File: src/rtl/mxv_pkg.sv
// mxv_pkg: shared state encoding, default widths and ceil-divide helper for the row sequencer
package mxv_pkg;
  typedef enum logic [2:0] {IDLE, FETCH, WAIT_RES, WRITE, FINISH} state_t;
  localparam int def_element_width = 32;
  localparam int def_no_of_units = 8;
  localparam int def_addr_width = 16;
  function automatic logic [31:0] ceil_div(input logic [31:0] n, input logic [31:0] d);
    return n / d + 32'((n % d) != 0);
  endfunction
endpackage

File: src/rtl/mxv_row_sequencer_if.sv
// mxv_row_sequencer_if: solver handshake, operand-memory reads, dot-product link and AP write port
interface mxv_row_sequencer_if
  import mxv_pkg::*;
#(
  parameter int element_width = def_element_width,
  parameter int addr_width = def_addr_width
);
  logic start;
  logic [31:0] total;
  logic [addr_width-1:0] no_of_rows;
  logic outsider_read_now;
  logic mat_rd_en;
  logic [addr_width-1:0] mat_rd_addr;
  logic vec_rd_en;
  logic [addr_width-1:0] vec_rd_addr;
  logic dp_in_valid;
  logic dp_last;
  logic [element_width-1:0] dp_result;
  logic dp_result_valid;
  logic AP_total_mem_we;
  logic [addr_width-1:0] ap_addr;
  logic [element_width-1:0] ap_data;
  logic busy;
  logic done;
  modport master (
    input start, total, no_of_rows, outsider_read_now, dp_result, dp_result_valid,
    output mat_rd_en, mat_rd_addr, vec_rd_en, vec_rd_addr, dp_in_valid, dp_last,
    output AP_total_mem_we, ap_addr, ap_data, busy, done
  );
  modport slave (
    output start, total, no_of_rows, outsider_read_now, dp_result, dp_result_valid,
    input mat_rd_en, mat_rd_addr, vec_rd_en, vec_rd_addr, dp_in_valid, dp_last,
    input AP_total_mem_we, ap_addr, ap_data, busy, done
  );
endinterface

File: src/rtl/mxv_chunk_addr_gen.sv
// mxv_chunk_addr_gen: row/chunk counters with a running row base so chunk addresses need no multiplier
module mxv_chunk_addr_gen #(
  parameter int addr_width = 16
) (
  input  logic                  clk,
  input  logic                  reset,
  input  logic                  clear_i,
  input  logic                  chunk_inc_i,
  input  logic                  row_inc_i,
  input  logic [addr_width-1:0] cpr_i,
  output logic [addr_width-1:0] row_o,
  output logic [addr_width-1:0] chunk_o,
  output logic [addr_width-1:0] addr_o,
  output logic                  last_chunk_o
);
  logic [addr_width-1:0] row_q, chunk_q, base_q;
  // advance the chunk on each issued read; a new row restarts the chunk and steps the base by one row
  always_ff @(posedge clk) begin
    if (reset || clear_i) begin
      row_q <= '0;
      chunk_q <= '0;
      base_q <= '0;
    end else if (row_inc_i) begin
      row_q <= row_q + addr_width'(1);
      chunk_q <= '0;
      base_q <= base_q + cpr_i;
    end else if (chunk_inc_i) begin
      chunk_q <= chunk_q + addr_width'(1);
    end
  end
  assign row_o = row_q;
  assign chunk_o = chunk_q;
  assign addr_o = base_q + chunk_q;
  assign last_chunk_o = chunk_q == cpr_i - addr_width'(1);
endmodule

File: src/rtl/mxv_row_sequencer.sv
// mxv_row_sequencer: walks a matrix row by row through the dot-product unit and stores each result
module mxv_row_sequencer
  import mxv_pkg::*;
#(
  parameter int element_width = def_element_width,
  parameter int no_of_units = def_no_of_units,
  parameter int addr_width = def_addr_width
) (
  input logic clk,
  input logic reset,
  mxv_row_sequencer_if.master bus
);
  state_t state_q, state_d;
  logic [addr_width-1:0] cpr_q, rows_q, ap_addr_q, row, chunk, addr;
  logic [element_width-1:0] res_q;
  logic busy_q, done_q, we_q, dp_in_valid_q, dp_last_q;
  logic last_chunk, accept, issue, last_row;
  assign accept = state_q == IDLE && !busy_q && bus.start;
  assign issue = state_q == FETCH && bus.outsider_read_now;
  assign last_row = row == rows_q - addr_width'(1);
  mxv_chunk_addr_gen #(.addr_width(addr_width)) u_addr (
    .clk(clk),
    .reset(reset),
    .clear_i(accept),
    .chunk_inc_i(issue),
    .row_inc_i(state_q == WRITE && !last_row),
    .cpr_i(cpr_q),
    .row_o(row),
    .chunk_o(chunk),
    .addr_o(addr),
    .last_chunk_o(last_chunk)
  );
  // next-state: empty jobs skip straight to FINISH, rows loop FETCH -> WAIT_RES -> WRITE
  always_comb begin
    state_d = state_q;
    unique case (state_q)
      IDLE:     if (accept) state_d = (bus.total == 0 || bus.no_of_rows == 0) ? FINISH : FETCH;
      FETCH:    if (issue && last_chunk) state_d = WAIT_RES;
      WAIT_RES: if (bus.dp_result_valid) state_d = WRITE;
      WRITE:    state_d = last_row ? FINISH : FETCH;
      FINISH:   state_d = IDLE;
      default:  state_d = IDLE;
    endcase
  end
  // state, job parameters, captured result and the registered write/done/operand-valid outputs
  always_ff @(posedge clk) begin
    if (reset) begin
      state_q <= IDLE;
      cpr_q <= '0;
      rows_q <= '0;
      ap_addr_q <= '0;
      res_q <= '0;
      busy_q <= 1'b0;
      done_q <= 1'b0;
      we_q <= 1'b0;
      dp_in_valid_q <= 1'b0;
      dp_last_q <= 1'b0;
    end else begin
      state_q <= state_d;
      if (accept) begin
        cpr_q <= addr_width'(ceil_div(bus.total, 32'(no_of_units)));
        rows_q <= bus.no_of_rows;
      end
      if (state_q == WRITE) ap_addr_q <= row;
      if (state_q == WAIT_RES && bus.dp_result_valid) res_q <= bus.dp_result;
      busy_q <= accept || (busy_q && !done_q);
      done_q <= state_q == FINISH;
      we_q <= state_q == WRITE;
      dp_in_valid_q <= issue;
      dp_last_q <= issue && last_chunk;
    end
  end
  assign bus.mat_rd_en = issue;
  assign bus.vec_rd_en = issue;
  assign bus.mat_rd_addr = addr;
  assign bus.vec_rd_addr = chunk;
  assign bus.dp_in_valid = dp_in_valid_q;
  assign bus.dp_last = dp_last_q;
  assign bus.AP_total_mem_we = we_q;
  assign bus.ap_addr = ap_addr_q;
  assign bus.ap_data = res_q;
  assign bus.busy = busy_q;
  assign bus.done = done_q;
endmodule

File: src/flat_wrapper.sv
// flat-port wrapper written by rule: the top's interface ports become plain ports
module mxv_row_sequencer_flat import mxv_pkg::*;
#(
  parameter int element_width = def_element_width,
  parameter int no_of_units = def_no_of_units,
  parameter int addr_width = def_addr_width
)
  (clk, reset, bus_start, bus_total, bus_no_of_rows, bus_outsider_read_now, bus_dp_result, bus_dp_result_valid, bus_mat_rd_en, bus_mat_rd_addr, bus_vec_rd_en, bus_vec_rd_addr, bus_dp_in_valid, bus_dp_last, bus_AP_total_mem_we, bus_ap_addr, bus_ap_data, bus_busy, bus_done);
  mxv_row_sequencer_if #(.element_width(element_width), .addr_width(addr_width)) bus_i ();
  input logic clk;
  input logic reset;
  input wire logic [$bits(bus_i.start)-1:0] bus_start;
  input wire logic [$bits(bus_i.total)-1:0] bus_total;
  input wire logic [$bits(bus_i.no_of_rows)-1:0] bus_no_of_rows;
  input wire logic [$bits(bus_i.outsider_read_now)-1:0] bus_outsider_read_now;
  input wire logic [$bits(bus_i.dp_result)-1:0] bus_dp_result;
  input wire logic [$bits(bus_i.dp_result_valid)-1:0] bus_dp_result_valid;
  output wire logic [$bits(bus_i.mat_rd_en)-1:0] bus_mat_rd_en;
  output wire logic [$bits(bus_i.mat_rd_addr)-1:0] bus_mat_rd_addr;
  output wire logic [$bits(bus_i.vec_rd_en)-1:0] bus_vec_rd_en;
  output wire logic [$bits(bus_i.vec_rd_addr)-1:0] bus_vec_rd_addr;
  output wire logic [$bits(bus_i.dp_in_valid)-1:0] bus_dp_in_valid;
  output wire logic [$bits(bus_i.dp_last)-1:0] bus_dp_last;
  output wire logic [$bits(bus_i.AP_total_mem_we)-1:0] bus_AP_total_mem_we;
  output wire logic [$bits(bus_i.ap_addr)-1:0] bus_ap_addr;
  output wire logic [$bits(bus_i.ap_data)-1:0] bus_ap_data;
  output wire logic [$bits(bus_i.busy)-1:0] bus_busy;
  output wire logic [$bits(bus_i.done)-1:0] bus_done;
  assign bus_i.start = bus_start;
  assign bus_i.total = bus_total;
  assign bus_i.no_of_rows = bus_no_of_rows;
  assign bus_i.outsider_read_now = bus_outsider_read_now;
  assign bus_i.dp_result = bus_dp_result;
  assign bus_i.dp_result_valid = bus_dp_result_valid;
  assign bus_mat_rd_en = bus_i.mat_rd_en;
  assign bus_mat_rd_addr = bus_i.mat_rd_addr;
  assign bus_vec_rd_en = bus_i.vec_rd_en;
  assign bus_vec_rd_addr = bus_i.vec_rd_addr;
  assign bus_dp_in_valid = bus_i.dp_in_valid;
  assign bus_dp_last = bus_i.dp_last;
  assign bus_AP_total_mem_we = bus_i.AP_total_mem_we;
  assign bus_ap_addr = bus_i.ap_addr;
  assign bus_ap_data = bus_i.ap_data;
  assign bus_busy = bus_i.busy;
  assign bus_done = bus_i.done;
  mxv_row_sequencer #(.element_width(element_width), .no_of_units(no_of_units), .addr_width(addr_width)) u_core (.clk(clk), .reset(reset), .bus(bus_i));
endmodule
File: config.mk
export PLATFORM = sky130hd
export DESIGN_NAME = mxv_row_sequencer_flat
export DESIGN_NICKNAME = d
export VERILOG_FILES = /design/src/rtl/mxv_pkg.sv /design/src/rtl/mxv_row_sequencer_if.sv /design/src/rtl/mxv_chunk_addr_gen.sv /design/src/rtl/mxv_row_sequencer.sv /design/src/flat_wrapper.sv
export SDC_FILE = /design/constraint.sdc
export NUM_CORES = 1
export LEC_CHECK = 0
export ABC_AREA = 1
export CELL_PAD_IN_SITES_DETAIL_PLACEMENT = 1
export CELL_PAD_IN_SITES_GLOBAL_PLACEMENT = 1
export CORE_MARGIN = 5
export CORE_UTILIZATION = 33
export CTS_CLUSTER_DIAMETER = 80
export DETAILED_ROUTE_END_ITERATION = 7
export PLACE_DENSITY = 0.84
export SYNTH_ARGS = -nofsm -noshare
export SYNTH_HDL_FRONTEND = slang
export SYNTH_SLANG_ARGS = --single-unit
File: constraint.sdc
create_clock -name clk -period 2.3 [get_ports clk]
set_input_delay 0.345 -clock clk [delete_from_list [all_inputs] [get_ports clk]]
set_output_delay 0.345 -clock clk [all_outputs]
set_load 0.02 [all_outputs]
After elaboration in Yosys (flattened, before gate mapping)
Index checks and enable logic that the tools add are counted.

cells by class
  equal/unequal tests = 9
  reduce and logical (&&, ||, !) cells = 19
  mux-type cells = 6
  $add $sub $neg = 7

operators with widths
  cell                     count
  $add A16 B1 Y16 const B  2
  $add A16 B16 Y16         2
  $eq A16 B16 Y1           2
  $logic_not A32 Y1        1
  $reduce_bool A32 Y1      1
  $sub A16 B1 Y16 const B  2
  $add A16 B1 Y16          1
  $logic_not A16 Y1        1
  $mux W3                  5
  $pmux W3 S4              1
  $logic_and A1 B1 Y1      7
  $eq A3 B2 Y1 const B     2
  $ne A2 B2 Y1 const B     2
  $eq A3 B1 Y1 const B     1
  $eq A3 B3 Y1 const B     1
  $logic_not A1 Y1         3
  $logic_not A3 Y1         1
  $logic_or A1 B1 Y1       3
  $reduce_and A3 Y1        1
  $ne A2 B1 Y1 const B     1
  $reduce_or A2 Y1         1

word-level totals
  input port bits = 85
  flip-flop bits (word level) = 136
  word-level logic and storage cells = 54
  output and inout bits = 87

Depth between registers and ports, before layout
Gate-level depths: netlist (run 1).

  depth after elaboration = 5
  gate-level depth with buffers = 19

Cells and area by module
Synthesis (run 1) repeated with hierarchy kept, for this count alone.

unflattened totals
  cells, all modules = 1236
  area total of the unflattened synthesis = 8224.1 um2

modules (own cells, without submodules)
  module              times used  sequential area each (um2)  area an instance (um2)  cells each
  mxv_row_sequencer   1           1761.7                      4216.5                  610
  mxv_chunk_addr_gen  1           960.9                       4007.6                  626

Worst setup path after synthesis (run 1)
No wires, ideal clock.

  path type = reg2out
  start = register u_core.u_addr.chunk_q[0] (netlist: u_core.u_addr.chunk_o[0])
  end = output port bus_mat_rd_addr[12]
  cell stages (with the launch flop) = 12
  setup slack = -0.627 ns
  buffers on the path = 0
  arrival = 2.582 ns
  data required time = 1.955 ns
  path through = dfxtp_1 -> ha_1 -> inv_1 -> fa_1 -> nand3b_1 -> nand2_1 -> inv_1 -> o21a_1 -> o21ai_0 -> a31oi_1 -> o21ai_0 -> xor2_1

on the way
  word-level cells in the longest chain between the ends = 1

ends and longest elaborated chain
  item                    line                      RTL
  start, declared         mxv_chunk_addr_gen.sv:16  logic [addr_width-1:0] row_q, chunk_q, base_q;
  start signal, assigned  mxv_chunk_addr_gen.sv:28  chunk_q <= chunk_q + addr_width'(1);
  $add A16 B16 Y16        mxv_chunk_addr_gen.sv:33  assign addr_o = base_q + chunk_q;
  end, declared           flat_wrapper.sv:19        output wire logic [$bits(bus_i.mat_rd_addr)-1:0] bus_mat_rd_addr;

Every way passes these cells.

Worst setup path in the final report (run 1)
  start = register u_core.u_addr.base_q[0]
  end = output port bus_mat_rd_addr[14]

on the way
  word-level cells in the longest chain between the ends = 1

ends and longest elaborated chain
  item                    line                      RTL
  start, declared         mxv_chunk_addr_gen.sv:16
  start signal, assigned  mxv_chunk_addr_gen.sv:26  base_q <= base_q + cpr_i;
  $add A16 B16 Y16        mxv_chunk_addr_gen.sv:33

Every way passes these cells.

==> results of run 1 <==
-- cells by family (layout without fill, tap and decap cells) --
logic type	after synthesis	in the layout	share of synthesized area [%]
compound gates	214	214	14.5
xor+xnor	76	76	8.54
other cells	0	1	0
flops	136	136	34.2
buf+inv	157	465	7.84
simple gates	537	537	28.7
fa+ha+maj	38	38	6.16
-- routing by layer --
metal	share of wire, %	up-vias	track usage, %
li1	-	4385	-
met1	42	4598	27.2
met2	49	305	40.7
met3	6.3	86	7.02
met4	3.6	2	9.71
met5	0.038	-	0
-- worst reg2reg max path: stages, from the launching register on --
cell	delay (ns)
dfxtp_4	0.36
buf_4	0.11
buf_6	0.08
buf_6	0.09
ha_4	0.13
inv_2	0.04
fa_2	0.35
nand3b_1	0.18
nand2_2	0.11
inv_2	0.04
o21a_4	0.21
inv_2	0.06
a21o_1	0.13
nand3_1	0.07
nand2_1	0.08
xor2_1	0.14
a21oi_1	0.07
-- final timing paths --
check,slack [ns],startpoint,cells past startpoint,to
hold reg to reg,0.44,u_core.bus.done$_SDFF_PP0_,1,u_core.bus.busy$_SDFF_PP0_
setup / recovery,-0.71,u_core.u_addr.base_q[0]$_SDFFE_PP0P_,12,bus_mat_rd_addr[14]
setup reg to reg,-0.06,u_core.u_addr.base_q[0]$_SDFFE_PP0P_,16,u_core.u_addr.base_q[12]$_SDFFE_PP0P_
hold / removal,0.39,bus_total[3],4,u_core.cpr_q[0]$_SDFFE_PP0P_
-- synthesized netlist by cell type (3+ instances only) --
master | instances | area [µm²]
o21a_1 | 3 | 22.5
nor2_1 | 174 | 653
o21ai_1 | 3 | 15.0
xor2_1 | 42 | 368
buf_2 | 5 | 25.0
dfxtp_1 | 136 | 2720
o22ai_1 | 6 | 37.5
nor3_1 | 27 | 135
nand3_1 | 56 | 280
nand2_2 | 3 | 18.8
clkbuf_1 | 20 | 75.1
o31ai_1 | 5 | 37.5
o21ai_0 | 101 | 505
xnor2_1 | 33 | 289
nor4_1 | 15 | 93.8
a22o_1 | 3 | 26.3
ha_1 | 36 | 450
nor3_2 | 3 | 30.0
nand4_1 | 8 | 50.1
inv_1 | 121 | 454
a21oi_1 | 77 | 385
buf_6 | 3 | 33.8
nand2_1 | 231 | 867
nand3b_1 | 6 | 45.0
nor2_2 | 5 | 31.3
-- area by class of cell --
cell class | count | area (µm²) | share of cell area, %
inverter | 124 | 470 | 3.87
multi-input combinational | 865 | 5100 | 42.0
timing repair buffer | 310 | 2840 | 23.4
clock inverter | 14 | 163 | 1.34
tap | 319 | 399 | 3.28
sequential | 136 | 2750 | 22.6
clock buffer | 17 | 425 | 3.50
antenna | 1 | 2.50 | 0.0206
-- power breakdown --
| group | total (mW) | switching (mW) | internal [mW] |
|---|---|---|---|
| logic | 3.65 | 2.21 | 1.44 |
| clock network | 2.84 | 1.22 | 1.62 |
| registers | 2.87 | 0.265 | 2.61 |
-- metrics by stage --
| stage | hold slack [ns] | TNS [ns] |
|---|---|---|
| floorplan | 0.425 | -0.368 |
| global placement | 0.439 | -7.38 |
| detailed placement | 0.439 | -10.21 |
| CTS | 0.452 | -3.87 |
| global route | 0.442 | -7.12 |
| finish | 0.392 | -4.36 |
-- state kept, by name, indices dropped and copies added (netlist names), 3 cells and up --
name and count:
u_core.bus.ap_data 32, u_core.bus.ap_addr 16, u_core.cpr_q 16, u_core.rows_q 16, u_core.u_addr.base_q 16, u_core.u_addr.chunk_o 16, u_core.u_addr.row_o 16, u_core.state_q 3
-- what timing repair did --
action / CTS / global route
pin swaps: 28 / 50
gates resized for setup: 124 / 106
setup endpoints to repair: 61 / 61
hold buffers: 0 / 0
buffers inserted: 7 / 19
hold endpoints to repair: 0 / 0
==> flow_summary.yaml, run 1 <==
sta:
  setup_viol: 15
  timing.fmax_mhz: 332
  period_share_pct: 131
  rsz0062_at_grt: "true"
  final_max_slew_viol_count: 0
  tightest_slew_ns: 0.606
  hold_violations: 0
  fin_skew_ns: 0.0108
  maxSlewHeadroom_pct: 59.2
  min_period_ns: 3.01
  fin_ws_ns: -0.712
logic_synthesis:
  synthCells: 1158
  ys_dominant_reg_cell: "dfxtp_1"
  synth_edf_count: 0
  seq_area_frac_synth_pct: 34.2
  async_flop_share_pct: 0
  ys_types: 49
  netlist_area_um2: 7960
  avgSynthCellArea_um2: 6.87
  syn_nets: 1281
  synth-seq-cells: 136
  synth-warning-count: 0
placed_design:
  dp_slack_ns: -0.788
  dp_hpwl_um: 24200
  place_area_um2: 10900
  dp_cells: 1733
  io_buffers: 171
  gp_congestion: 0.899
finish:
  final_common_cell: "nand2_1"
  areaGrowthSynthToFinish_pct: 52.7
  drive_above_1_share_pct: 21.4
  fin_util_pct: 51.5
  finalNonFillerCells: 1786
  mostFrequentLayoutCells: "nand2_1 (217), nor2_1 (162), clkdlybuf4s50_1 (149)"
  final_area_um2: 12200
  nNetsFinal: 1577
  fillers: 2931
power:
  ir_worst_vdd_mv: 0.590
  powerDensity_nw_per_um2: 770
  p_leak_nw: 5.31
  power_mw: 9.36
die:
  start_util_pct: 33.7
  rows: 56
  fp.coreArea_um2: 23600
  die_area_um2: 27300
  die_h_um: 165
  io_pins: 172
  die_w_um: 165
setup_path:
  cp_slowest_cell: "dfxtp_4"
  cp-start-kind: "flop"
  critical_path_buf_inv_count: 5
  path_class: "flop to output pin"
  cp.arrival_ns: 2.67
  slowest_delay_ns: 0.36
  path_cells: "ha_4 > inv_2 > fa_2 > nand3b_1 > nand2_2 > inv_2 > o21a_4 > buf_4 > buf_6 > o21ai_2 > xor2_1 > buf_4"
  path_max_fanout: 2
  cp_top_family: "buffers and inverters"
  worst_setup_path_end_kind: "output pin"
  worst-endpoint-required_ns: 1.96
run_status:
  violations: "setup timing"
  status: "finished, violations left"
global_routing:
  grt_usage_pct: 23.6
  grt_pass1_wl_um: 50700
  overflow: 0
  grt_max_degree: 51
  grt_pass1_vias: 9840
  antenna_found_initial: 2
detailed_routing:
  routedWlPerCell_um: 19.4
  drt-initial-drc-count: 585
  routed_wl_um: 34700
  drcViolationCount: 0
  firstDrtPassIters: 6
  vias: 9376
  antenna_left: 0
  viasPerCell: 5.25
clocking:
  cts_tree: "built"
  h-tree-depth: 4
  clk-insertion-delay-late_ns: 0.44
  path_clk_slew_ns: 0.07
  clock_path_buffers: 2
  cts.sinks: 136
  clock-root-buffer: "clkbuf_16"
  numCtsBuffers: 17
worst_hold_path:
  hp-class: "input pin to flop"
run:
  cap_violations: 0
No activity file was read; power rests on OpenSTA's default activity.
==> inputs of run 2 (changes only) <==
Settings changed: RECOVER_POWER from default to 50.
==> run 2 against run 1 <==
  * The flow still finishes with violations (setup timing)
  * Cell area shrank 0.19%
  * Clock-buffer cell count is the same
  * Largest power group unchanged
  * Non-clock buffer count is the same
  * Global-route usage is the same
  * Maximum frequency is essentially flat
  * Hold slack gained 0.0016 ns
  * Flip-flop and latch count is the same
  * Core utilization shrank 0.095 points
==> flow_summary.yaml, run 2 (synthesis results as in run 1) <==
clocking:
  clock-root-buffer: "clkbuf_16"
  numCtsBuffers: 17
  cts.sinks: 136
  cts_tree: "built"
  clk-insertion-delay-late_ns: 0.44
  path_clk_slew_ns: 0.07
  clock_path_buffers: 2
  h-tree-depth: 4
placed_design:
  dp_cells: 1733
  dp_hpwl_um: 24200
  io_buffers: 171
  gp_congestion: 0.899
  place_area_um2: 10900
detailed_routing:
  routedWlPerCell_um: 19.4
  drcViolationCount: 0
  drt-initial-drc-count: 551
  firstDrtPassIters: 5
  antenna_left: 0
  vias: 9346
  viasPerCell: 5.23
  routed_wl_um: 34600
sta:
  timing.fmax_mhz: 332
  fin_skew_ns: 0.0104
  rsz0062_at_grt: "true"
  setup_viol: 15
  maxSlewHeadroom_pct: 57.7
  fin_ws_ns: -0.712
  final_max_slew_viol_count: 0
  tightest_slew_ns: 0.629
  hold_violations: 0
  period_share_pct: 131
  min_period_ns: 3.01
power:
  powerDensity_nw_per_um2: 767
  pwr-share-seq_pct: 30.8
  p_clk_share_pct: 30.5
  p_leak_nw: 5.47
  switching_power_mw: 3.68
  pwr-share-comb_pct: 38.7
  switching_share_pct: 39.5
  ir_worst_vdd_mv: 0.584
  p_int_mw: 5.62
  power_mw: 9.30
finish:
  fillers: 2934
  final_common_cell: "nand2_1"
  nNetsFinal: 1577
  final_area_um2: 12100
  finalNonFillerCells: 1786
  mostFrequentLayoutCells: "nand2_1 (217), nor2_1 (163), buf_4 (131)"
  largest_reg_flops: 32
  areaGrowthSynthToFinish_pct: 52.4
  fin_util_pct: 51.4
  drive_above_1_share_pct: 21.1
die:
  start_util_pct: 33.7
  die_w_um: 165
  die_h_um: 165
  rows: 56
  fp.coreArea_um2: 23600
  die_area_um2: 27300
  io_pins: 172
setup_path:
  path_max_fanout: 2
  worst-endpoint-required_ns: 1.96
  cp.arrival_ns: 2.67
  cp-start-kind: "flop"
  path_class: "flop to output pin"
  worst_setup_path_end_kind: "output pin"
global_routing:
  grt_pass1_wl_um: 50700
  grt_pass1_vias: 9840
  grt_usage_pct: 23.6
  antenna_found_initial: 2
  grt_max_degree: 51
  overflow: 0
run_status:
  status: "finished, violations left"
  violations: "setup timing"
worst_hold_path:
  hp-class: "input pin to flop"
run:
  cap_violations: 0
run 2: cell types whose count changed in the layout (fill, tap and decap cells not counted), sizes merged:
cell	previous run	this run
clkdlybuf4s50	149	100
dlygate4sd3	0	49
clkbuf	19	21
buf	151	149
run 2: power groups by stage:
stage / sequential [mW] / combinational, mW / clock [mW]
CTS: 2.84 / 3.32 / 2.86
global placement: 2.87 / 3.08 / 0
finish: 2.87 / 3.60 / 2.83
floorplan: 2.95 / 1.89 / 0
detailed placement: 2.88 / 3.22 / 0
global route: 2.89 / 3.93 / 2.97
run 2: layout make-up:
type | count | area, µm² | area share, %
Clock buffer | 17 | 425 | 3.51
Tap cell | 319 | 399 | 3.29
Multi-Input combinational cell | 865 | 5100 | 42.0
Antenna cell | 1 | 2.50 | 0.0206
Timing Repair Buffer | 310 | 2820 | 23.2
Inverter | 124 | 470 | 3.88
Clock inverter | 14 | 163 | 1.34
Sequential cell | 136 | 2750 | 22.7
run 2: worst max-delay path, cell delays in order (launching register included):
cell and delay, ns:
dfxtp_4 0.36, ha_4 0.14, inv_2 0.04, fa_2 0.34, nand3b_1 0.19, nand2_2 0.10, inv_2 0.05, o21a_4 0.21
buf_4 0.13, buf_6 0.11, o21ai_2 0.15, xor2_1 0.23, buf_4 0.18
run 2: repair_timing:
item	in CTS	in global routing
hold buffers	0	0
gates resized for setup	124	106
pin swaps	28	50
setup endpoints to repair	61	61
buffers inserted	7	19
run 2: per-layer routing:
| metal | vias up | track usage, % | wire (µm) |
|---|---|---|---|
| li1 | 4383 | - | - |
| met1 | 4574 | 27.2 | 14400 |
| met2 | 302 | 40.7 | 16900 |
| met3 | 85 | 7.02 | 2090 |
| met4 | 2 | 9.71 | 1250 |
| met5 | - | 0 | 13 |
run 2: final timing paths:
check                                           to  depth (start not counted)                                 start  slack (ns)
max                            bus_mat_rd_addr[14]                         12  u_core.u_addr.base_q[0]$_SDFFE_PP0P_       -0.71
min reg2reg             u_core.bus.busy$_SDFF_PP0_                          1            u_core.bus.done$_SDFF_PP0_        0.44
max reg2reg  u_core.u_addr.base_q[10]$_SDFFE_PP0P_                         16  u_core.u_addr.base_q[0]$_SDFFE_PP0P_       -0.07
min                   u_core.cpr_q[0]$_SDFFE_PP0P_                          4                          bus_total[3]        0.39
run 2: stage by stage:
stage	hold WS [ns]	setup TNS, ns	setup slack, ns
after CTS	0.452	-3.87	-0.588
after global routing	0.442	-8.03	-0.814
final	0.393	-4.40	-0.712
after global placement	0.439	-7.38	-0.749
after detailed placement	0.439	-10.21	-0.788
after floorplan	0.425	-0.368	-0.225
==> inputs of run 3 (changes only) <==
Settings changed: CTS_CLUSTER_SIZE from default to 30.
==> results of run 3 <==
No change in the layout: final DEF, timing and power equal those of run 2.
